===== src/rtl/hba_pkg.sv =====
// Shared HBA definitions: default bus widths, master state encoding and
// address field helpers.
package hba_pkg;

   localparam int DBUS_WIDTH_DEF        = 8;
   localparam int PERIPH_ADDR_WIDTH_DEF = 4;
   localparam int REG_ADDR_WIDTH_DEF    = 8;
   localparam int ADDR_WIDTH_DEF        = PERIPH_ADDR_WIDTH_DEF + REG_ADDR_WIDTH_DEF;
   localparam int TIMEOUT_CYCLES_DEF    = 255;

   typedef enum logic [1:0] {
      ST_IDLE = 2'd0,
      ST_XFER = 2'd1,
      ST_DONE = 2'd2
   } hba_state_e;

   function automatic logic [PERIPH_ADDR_WIDTH_DEF-1:0] addr_periph(
      input logic [ADDR_WIDTH_DEF-1:0] addr);
      return addr[ADDR_WIDTH_DEF-1 -: PERIPH_ADDR_WIDTH_DEF];
   endfunction

   function automatic logic [REG_ADDR_WIDTH_DEF-1:0] addr_reg(
      input logic [ADDR_WIDTH_DEF-1:0] addr);
      return addr[REG_ADDR_WIDTH_DEF-1:0];
   endfunction

endpackage


===== src/rtl/hba_timeout_ctr.sv =====
// XFER-state watchdog: up-counter with clear/enable; tc flags the last
// cycle a slave may ack before the transfer is aborted.
module hba_timeout_ctr #(
   parameter int TIMEOUT_CYCLES = 255
) (
   input  logic hba_clk,
   input  logic hba_reset,
   input  logic clr,
   input  logic en,
   output logic tc
);

   localparam int CW = $clog2(TIMEOUT_CYCLES + 1);
   localparam logic [CW-1:0] TC_VAL = CW'(TIMEOUT_CYCLES - 1);

   logic [CW-1:0] cnt_q;
   logic [CW-1:0] cnt_d;

   always_comb begin
      cnt_d = cnt_q;
      if (clr) begin
         cnt_d = '0;
      end else if (en) begin
         cnt_d = cnt_q + CW'(1);
      end
   end

   always_ff @(posedge hba_clk) begin
      if (hba_reset) begin
         cnt_q <= '0;
      end else begin
         cnt_q <= cnt_d;
      end
   end

   assign tc = (cnt_q == TC_VAL);

endmodule


===== src/rtl/hba_master.sv =====
// Single-initiator HBA bus master: one request at a time, waits for the
// OR-ed slave xferack or aborts after TIMEOUT_CYCLES.
//
// state | meaning
// IDLE  | ready for a host request, bus released
// XFER  | select asserted, waiting for xferack or timeout
// DONE  | response pulse out, select held low one more cycle
module hba_master
   import hba_pkg::*;
#(
   parameter int DBUS_WIDTH        = DBUS_WIDTH_DEF,
   parameter int PERIPH_ADDR_WIDTH = PERIPH_ADDR_WIDTH_DEF,
   parameter int REG_ADDR_WIDTH    = REG_ADDR_WIDTH_DEF,
   parameter int ADDR_WIDTH        = PERIPH_ADDR_WIDTH + REG_ADDR_WIDTH,
   parameter int TIMEOUT_CYCLES    = TIMEOUT_CYCLES_DEF
) (
   input  logic                  hba_clk,
   input  logic                  hba_reset,
   input  logic                  req_valid,
   input  logic                  req_rnw,
   input  logic [ADDR_WIDTH-1:0] req_addr,
   input  logic [DBUS_WIDTH-1:0] req_wdata,
   output logic                  req_ready,
   output logic                  resp_valid,
   output logic [DBUS_WIDTH-1:0] resp_rdata,
   output logic                  resp_timeout,
   input  logic                  hba_xferack,
   input  logic [DBUS_WIDTH-1:0] hba_dbus_slave,
   output logic                  hba_select,
   output logic                  hba_rnw,
   output logic [ADDR_WIDTH-1:0] hba_abus,
   output logic [DBUS_WIDTH-1:0] hba_dbus
);

   hba_state_e            state_q, state_d;
   logic                  req_ready_q, req_ready_d;
   logic                  resp_valid_q, resp_valid_d;
   logic [DBUS_WIDTH-1:0] resp_rdata_q, resp_rdata_d;
   logic                  resp_timeout_q, resp_timeout_d;
   logic                  hba_select_q, hba_select_d;
   logic                  hba_rnw_q, hba_rnw_d;
   logic [ADDR_WIDTH-1:0] hba_abus_q, hba_abus_d;
   logic [DBUS_WIDTH-1:0] hba_dbus_q, hba_dbus_d;
   logic                  ctr_clr, ctr_en, ctr_tc;

   hba_timeout_ctr #(
      .TIMEOUT_CYCLES(TIMEOUT_CYCLES)
   ) u_ctr (
      .hba_clk  (hba_clk),
      .hba_reset(hba_reset),
      .clr      (ctr_clr),
      .en       (ctr_en),
      .tc       (ctr_tc)
   );

   always_comb begin
      state_d        = state_q;
      req_ready_d    = req_ready_q;
      resp_valid_d   = resp_valid_q;
      resp_rdata_d   = resp_rdata_q;
      resp_timeout_d = resp_timeout_q;
      hba_select_d   = hba_select_q;
      hba_rnw_d      = hba_rnw_q;
      hba_abus_d     = hba_abus_q;
      hba_dbus_d     = hba_dbus_q;
      ctr_clr        = 1'b0;
      ctr_en         = 1'b0;

      case (state_q)
         ST_IDLE: begin
            req_ready_d    = 1'b1;
            resp_valid_d   = 1'b0;
            resp_timeout_d = 1'b0;
            hba_select_d   = 1'b0;
            hba_rnw_d      = 1'b0;
            hba_abus_d     = '0;
            hba_dbus_d     = '0;
            // req_ready_q gates acceptance so the first post-reset cycle is skipped
            if (req_valid && req_ready_q) begin
               req_ready_d  = 1'b0;
               hba_select_d = 1'b1;
               hba_rnw_d    = req_rnw;
               hba_abus_d   = req_addr;
               hba_dbus_d   = req_rnw ? '0 : req_wdata;
               ctr_clr      = 1'b1;
               state_d      = ST_XFER;
            end
         end
         ST_XFER: begin
            req_ready_d = 1'b0;
            ctr_en      = 1'b1;
            if (hba_xferack || ctr_tc) begin
               hba_select_d   = 1'b0;
               hba_rnw_d      = 1'b0;
               hba_abus_d     = '0;
               hba_dbus_d     = '0;
               resp_valid_d   = 1'b1;
               resp_timeout_d = !hba_xferack;
               resp_rdata_d   = (hba_xferack && hba_rnw_q) ? hba_dbus_slave : '0;
               state_d        = ST_DONE;
            end
         end
         ST_DONE: begin
            req_ready_d    = 1'b1;
            resp_valid_d   = 1'b0;
            resp_timeout_d = 1'b0;
            state_d        = ST_IDLE;
         end
         default: begin
            state_d = ST_IDLE;
         end
      endcase
   end

   always_ff @(posedge hba_clk) begin
      if (hba_reset) begin
         state_q        <= ST_IDLE;
         req_ready_q    <= 1'b0;
         resp_valid_q   <= 1'b0;
         resp_rdata_q   <= '0;
         resp_timeout_q <= 1'b0;
         hba_select_q   <= 1'b0;
         hba_rnw_q      <= 1'b0;
         hba_abus_q     <= '0;
         hba_dbus_q     <= '0;
      end else begin
         state_q        <= state_d;
         req_ready_q    <= req_ready_d;
         resp_valid_q   <= resp_valid_d;
         resp_rdata_q   <= resp_rdata_d;
         resp_timeout_q <= resp_timeout_d;
         hba_select_q   <= hba_select_d;
         hba_rnw_q      <= hba_rnw_d;
         hba_abus_q     <= hba_abus_d;
         hba_dbus_q     <= hba_dbus_d;
      end
   end

   assign req_ready    = req_ready_q;
   assign resp_valid   = resp_valid_q;
   assign resp_rdata   = resp_rdata_q;
   assign resp_timeout = resp_timeout_q;
   assign hba_select   = hba_select_q;
   assign hba_rnw      = hba_rnw_q;
   assign hba_abus     = hba_abus_q;
   assign hba_dbus     = hba_dbus_q;

endmodule


===== config.mk =====
export PLATFORM = sky130hd
export DESIGN_NAME = hba_master
export DESIGN_NICKNAME = d
export VERILOG_FILES = /design/src/rtl/hba_pkg.sv /design/src/rtl/hba_timeout_ctr.sv /design/src/rtl/hba_master.sv
export SDC_FILE = /design/constraint.sdc
export NUM_CORES = 1
export LEC_CHECK = 0
export ABC_AREA = 1
export CAP_MARGIN = 40
export CORE_MARGIN = 2
export CORE_UTILIZATION = 40
export CTS_CLUSTER_SIZE = 30
export DETAILED_ROUTE_END_ITERATION = 8
export PLACE_DENSITY = 0.75
export RECOVER_POWER = 25
export SYNTH_ARGS = -nofsm -noshare
export SYNTH_HDL_FRONTEND = slang
export SYNTH_SLANG_ARGS = --single-unit
export TNS_END_PERCENT = 5

===== constraint.sdc =====
create_clock -name hba_clk -period 1.45 [get_ports hba_clk]
set_input_delay 0.29 -clock hba_clk [delete_from_list [all_inputs] [get_ports hba_clk]]
set_output_delay 0.29 -clock hba_clk [all_outputs]
set_load 0.1 [all_outputs]

## Word-level counts from Yosys, hierarchy flattened

Index checks and enable logic that the tools add are counted.

- Bits in registers: 43
- Input port bits: 33
- Output and inout bits: 33
- Logic and storage cells: 54

- $add $sub $neg: 1
- Eq/ne operators: 5
- Multiplexer cells: 24
- Reduce and logical (&&, ||, !) cells: 14

Operators by type and width:

| kind | count |
|---|---|
| 8-bit two-way mux | 4 |
| 12-bit two-way mux | 2 |
| 12-bit one-hot mux with 2 select lines | 1 |
| 8-bit one-hot mux with 2 select lines | 1 |
| 8-bit by 1-bit adder with 8-bit output, second input constant | 1 |
| 8-bit equality test, second input constant | 1 |
| 1-bit two-way mux | 8 |
| 1-bit one-hot mux with 2 select lines | 4 |
| 2-bit AND reduction | 4 |
| 2-bit two-way mux | 2 |
| 2-bit inequality test, second input constant | 2 |
| 2-bit one-hot mux with 2 select lines | 1 |
| 2-bit nonzero test | 2 |
| 2-bit OR reduction | 2 |
| 1-bit one-hot mux with 3 select lines | 1 |
| 3-bit nonzero test | 1 |
| 2-bit by 1-bit equality test with 1-bit output, second input constant | 1 |
| 2-bit equality test, second input constant | 1 |
| 1-bit logical AND | 2 |
| 2-bit logical NOT | 1 |
| 1-bit logical NOT | 1 |
| 1-bit logical OR | 1 |

## Longest topological paths before layout

- Depth in word-level cells: 4
- Depth in mapped cells: 12
- Depth with buffers taken out: 11

## Modules after synthesis

A second synthesis with hierarchy kept.

- Cell total of the unflattened synthesis: 256
- Area, all modules: 1888.1 um^2

Modules (own cells, without submodules):

| module | times used | cells an instance | area each (um^2) | sequential area each (um^2) |
|---|---|---|---|---|
| hba_master | 1 | 202 | 1505.2 | 700.7 |
| hba_timeout_ctr | 1 | 54 | 382.9 | 160.2 |

## Worst setup path after synthesis

OpenSTA, ideal clock, no wires.

- Path kind: register to register
- From: reg req_ready_q (netlist: req_ready)
- To: reg hba_abus_q[10] (netlist: hba_abus[10])
- Setup time: 0.070 ns
- Data arrival time: 1.735 ns
- Data required time: 1.380 ns
- Path slack: -0.356 ns
- Cell stages (with the launch flop): 8
- Buffers on the path: 1
- Period minus slack after synthesis: 1.806 ns
- Cells stage by stage: dfxtp_1 > nand2_1 > inv_1 > nand2_2 > inv_2 > buf_4 > nand2_1 > a21oi_1

- Word-level cells in the longest chain between the ends: 3

Ends and longest elaborated chain:

| item | RTL line | text |
|---|---|---|
| from (decl) | hba_master.sv:36 | `logic req_ready_q, req_ready_d;` |
| from (signal assigned) | hba_master.sv:128 | `req_ready_q <= req_ready_d;` |
| 1-bit logical AND | hba_master.sv:79 | `if (req_valid && req_ready_q) begin` |
| 12-bit two-way mux | hba_master.sv:79 |  |
| 12-bit one-hot mux with 2 select lines | hba_master.sv:69 | `case (state_q)` |
| to (signal assigned) | hba_master.sv:134 | `hba_abus_q <= hba_abus_d;` |
| to (decl) | hba_master.sv:42 | `logic [ADDR_WIDTH-1:0] hba_abus_q, hba_abus_d;` |

Every way passes these cells.
A chain may end at the register's enable or synchronous reset.

## Worst setup path after layout

- From: reg state_q[0]
- To: reg hba_dbus_q[2] (netlist: hba_dbus[2])

- Word-level cells in the longest chain between the ends: 3
- Elaborated cells on any way between the ends: 6
- Those cells by class: 2 x eq/ne; 1 x mux; 3 x reduce/logical

Ends and longest elaborated chain:

| item | RTL line | text |
|---|---|---|
| from (decl) | hba_master.sv:35 | `hba_state_e state_q, state_d;` |
| from (signal assigned) | hba_master.sv:127 | `state_q <= state_d;` |
| 2-bit by 1-bit equality test with 1-bit output or 2-bit logical NOT (tied branches) | hba_master.sv:69 |  |
| 2-bit inequality test (no source line) or 2-bit nonzero test (tied branches) | - |  |
| 2-bit AND reduction (no source line) | - |  |
| to (signal assigned) | hba_master.sv:135 | `hba_dbus_q <= hba_dbus_d;` |
| to (decl) | hba_master.sv:43 | `logic [DBUS_WIDTH-1:0] hba_dbus_q, hba_dbus_d;` |

Parallel ways exist; a longest one is shown, timed or not.

==> metrics.cfg <==
[routing]
dr_total_vias = 1879
drt_iter0_drc = 138
wl_per_cell_um = 13.24
drt-total-wl_um = 5112
drt_pass1_iterations = 4
vias_per_cell = 4.868
antenna_left = 0
post-route-drc-count = 0

[grt]
grt_pass1_vias = 1786
antenna_found_initial = 0
grt_max_degree = 23
grt_pass1_wl_um = 7741
track_usage = 0.1912
grt_overflow = 0

[finish]
layout_common_cells = 66 x nand2_1, 37 x dfxtp_1, 32 x clkdlybuf4s50_1
diodes = 0
num-nets-final = 373
n_fill_cell = 321
area_growth_pct = 68.02
drive_above_1_share = 0.2934
final_util = 0.7100
final_common_cell = nand2_1
final_area_um2 = 3156

[synth]
synth_top_area_share = 0.4584
synth_top_cell_by_area = dfxtp_1
synth_warnings = 0
ys_top_cells_by_area = dfxtp_1 46%, nand2_1 14%, a21oi_1 8.0%
avgSynthCellArea_um2 = 7.365
syn_inst = 255
syn-cell-area_um2 = 1878
syn_nets = 295
synth.distinct_cells = 27
ys_seq_area_frac = 0.4584
ys_seq_elements = 43

[sta]
fin_skew_ns = 0.009923
relSlewSlack = 0.7898
hold_slack_ns = 0.4816
hold_viol = 0
drv_slew = 0
clock.fmax_ghz = 0.7037
worstMarginPinSlew_ns = 0.3170
finalSetupViolCount = 0
post-route-period-util = 0.9801
fin_crit_ns = 1.421
rsz0062_at_grt = yes

[critical_path]
endpoint_kind = flop
critPathMaxStageDelay_ns = 0.35
crit_family = simple AND/OR/NAND/NOR gates
critPathMaxFanout = 8
arrival_ns = 1.65
path_buf_inv = 2
crit_slowest_cell = dfxtp_2
crit_top_cell = nand2_2
startpoint_type = flop
path_class = reg -> reg
crit_chain = inv_2 > ha_4 > inv_1 > nor2_2 > nand2_2 > nor2_4 > nand2_2 > a21oi_2
required_ns = 1.68
rrSetupSlack_ns = 0.03

[power]
power_leakage_uw = 0.001228
power_density_nw_per_um2 = 928.9
peakVddDrop_uv = 843.8
post-layout-total-power_uw = 2931

[place]
hpwl_um = 3529
placed_cell_area_um2 = 2987
portBuffers = 65
gp_congestion = 0.7301

[floorplan]
die_area_um2 = 5259
die_h_um = 72.52
initial_core_util = 0.4226
die_x_um = 72.52
ios = 66
num_rows = 24
core_area_um2 = 4444

[clocking]
cts_tree = built
cts_root_buf = clkbuf_8
clock_path_buffers = 2
numCtsBuffers = 5
cts_sinks = 43
hold_buffers = 0
clk_pin_slew_worst_paths_ns = 0.08
clock_latency_ns = 0.30
h-tree-depth = 2

[job]
drv_cap = 0

[status]
outcome = complete, no violations

[min_path]
hold_path_class = reg -> reg

path summary, 6_finish.rpt:
path,from,to,depth (start not counted)
setup / recovery,state_q[0],hba_dbus[2],8
hold / removal,hba_dbus[5],hba_dbus[5],2
setup reg to reg,state_q[0],hba_dbus[2],8
hold reg to reg,hba_dbus[5],hba_dbus[5],2
synth_stat cells:
| cell | count |
|---|---|
| a21oi_1 | 30 |
| or2_2 | 1 |
| ha_1 | 7 |
| buf_2 | 2 |
| inv_1 | 18 |
| nor3b_1 | 2 |
| buf_4 | 4 |
| inv_2 | 1 |
| nor3_1 | 2 |
| clkbuf_1 | 3 |
| inv_6 | 1 |
| nor2_4 | 1 |
| nor2_2 | 2 |
| buf_1 | 1 |
| buf_8 | 1 |
| nand2_2 | 2 |
| dfxtp_1 | 43 |
| o21ai_0 | 2 |
| nand4_1 | 1 |
| nor2_1 | 29 |
| nand3b_1 | 1 |
| nand3_1 | 29 |
| nand2_1 | 68 |
| nand2_4 | 1 |
| o21ai_1 | 1 |
| or2_0 | 1 |
| a31oi_1 | 1 |
metrics by stage:
| step | setup slack, ns | cells | setup TNS [ns] |
|---|---|---|---|
| 6_report | 0.02884 | 386 | 0 |
| 5_1_grt | -0.09086 | 386 | -1.086 |
| 4_1_cts | 0.02370 | 381 | 0 |
| 3_5_place_dp | -0.1011 | 373 | -1.541 |
| 3_3_place_gp | -0.06350 | 373 | -1.042 |
| 2_1_floorplan | 0.03957 | 255 | 0 |
cell type report:
class,count,area [um2],area share
well taps,52,65.06,0.02062
repair buffers,82,1044,0.3307
clock inverters,2,12.51,0.003965
multi-input cells,181,1003,0.3180
flip-flops and latches,43,873.3,0.2768
inverters,20,85.08,0.02696
clock buffers,6,72.57,0.02300
timing repair:
action / CTS / global route
buffers inserted: 0 / 3
endpoints found under the setup margin: 2 / 37
resized for setup: 2 / 35
gates cloned: 0 / 2
pin swaps: 0 / 15
worst reg2reg max path: stages (launching register included):
cell and delay, ns:
dfxtp_2 0.35, inv_2 0.09, ha_4 0.14, inv_1 0.05
nor2_2 0.13, nand2_2 0.11, nor2_4 0.25, nand2_2 0.10
a21oi_2 0.15
cells by family after synthesis:
group,count (synthesis),synth area share
compound gates,34,0.09127
fa+ha+maj,7,0.04663
buf+inv,31,0.07994
flops,43,0.4584
simple gates,140,0.3238
report_power, final:
part           switching [uW]  internal [uW]
Clock                     404            337
Combinational             571            342
Sequential               46.6           1230
Total                    1020           1910
state kept, by name (all words and copies together) (netlist names):
signal and cells:
hba_abus 12, hba_dbus 8, resp_rdata 8, u_ctr.cnt_q 8, state_q 2, hba_rnw 1
hba_select 1, req_ready 1, resp_timeout 1, resp_valid 1
routing by layer:
layer / GRT usage / part of all wire / vias to the layer above
li1: - / - / 971
met1: 0.2189 / 0.39 / 855
met2: 0.3131 / 0.52 / 45
met3: 0.08889 / 0.076 / 8
met4: 0.06790 / 0.016 / 0
met5: 0 / 0 / -
No activity file was read; power rests on OpenSTA's default activity.
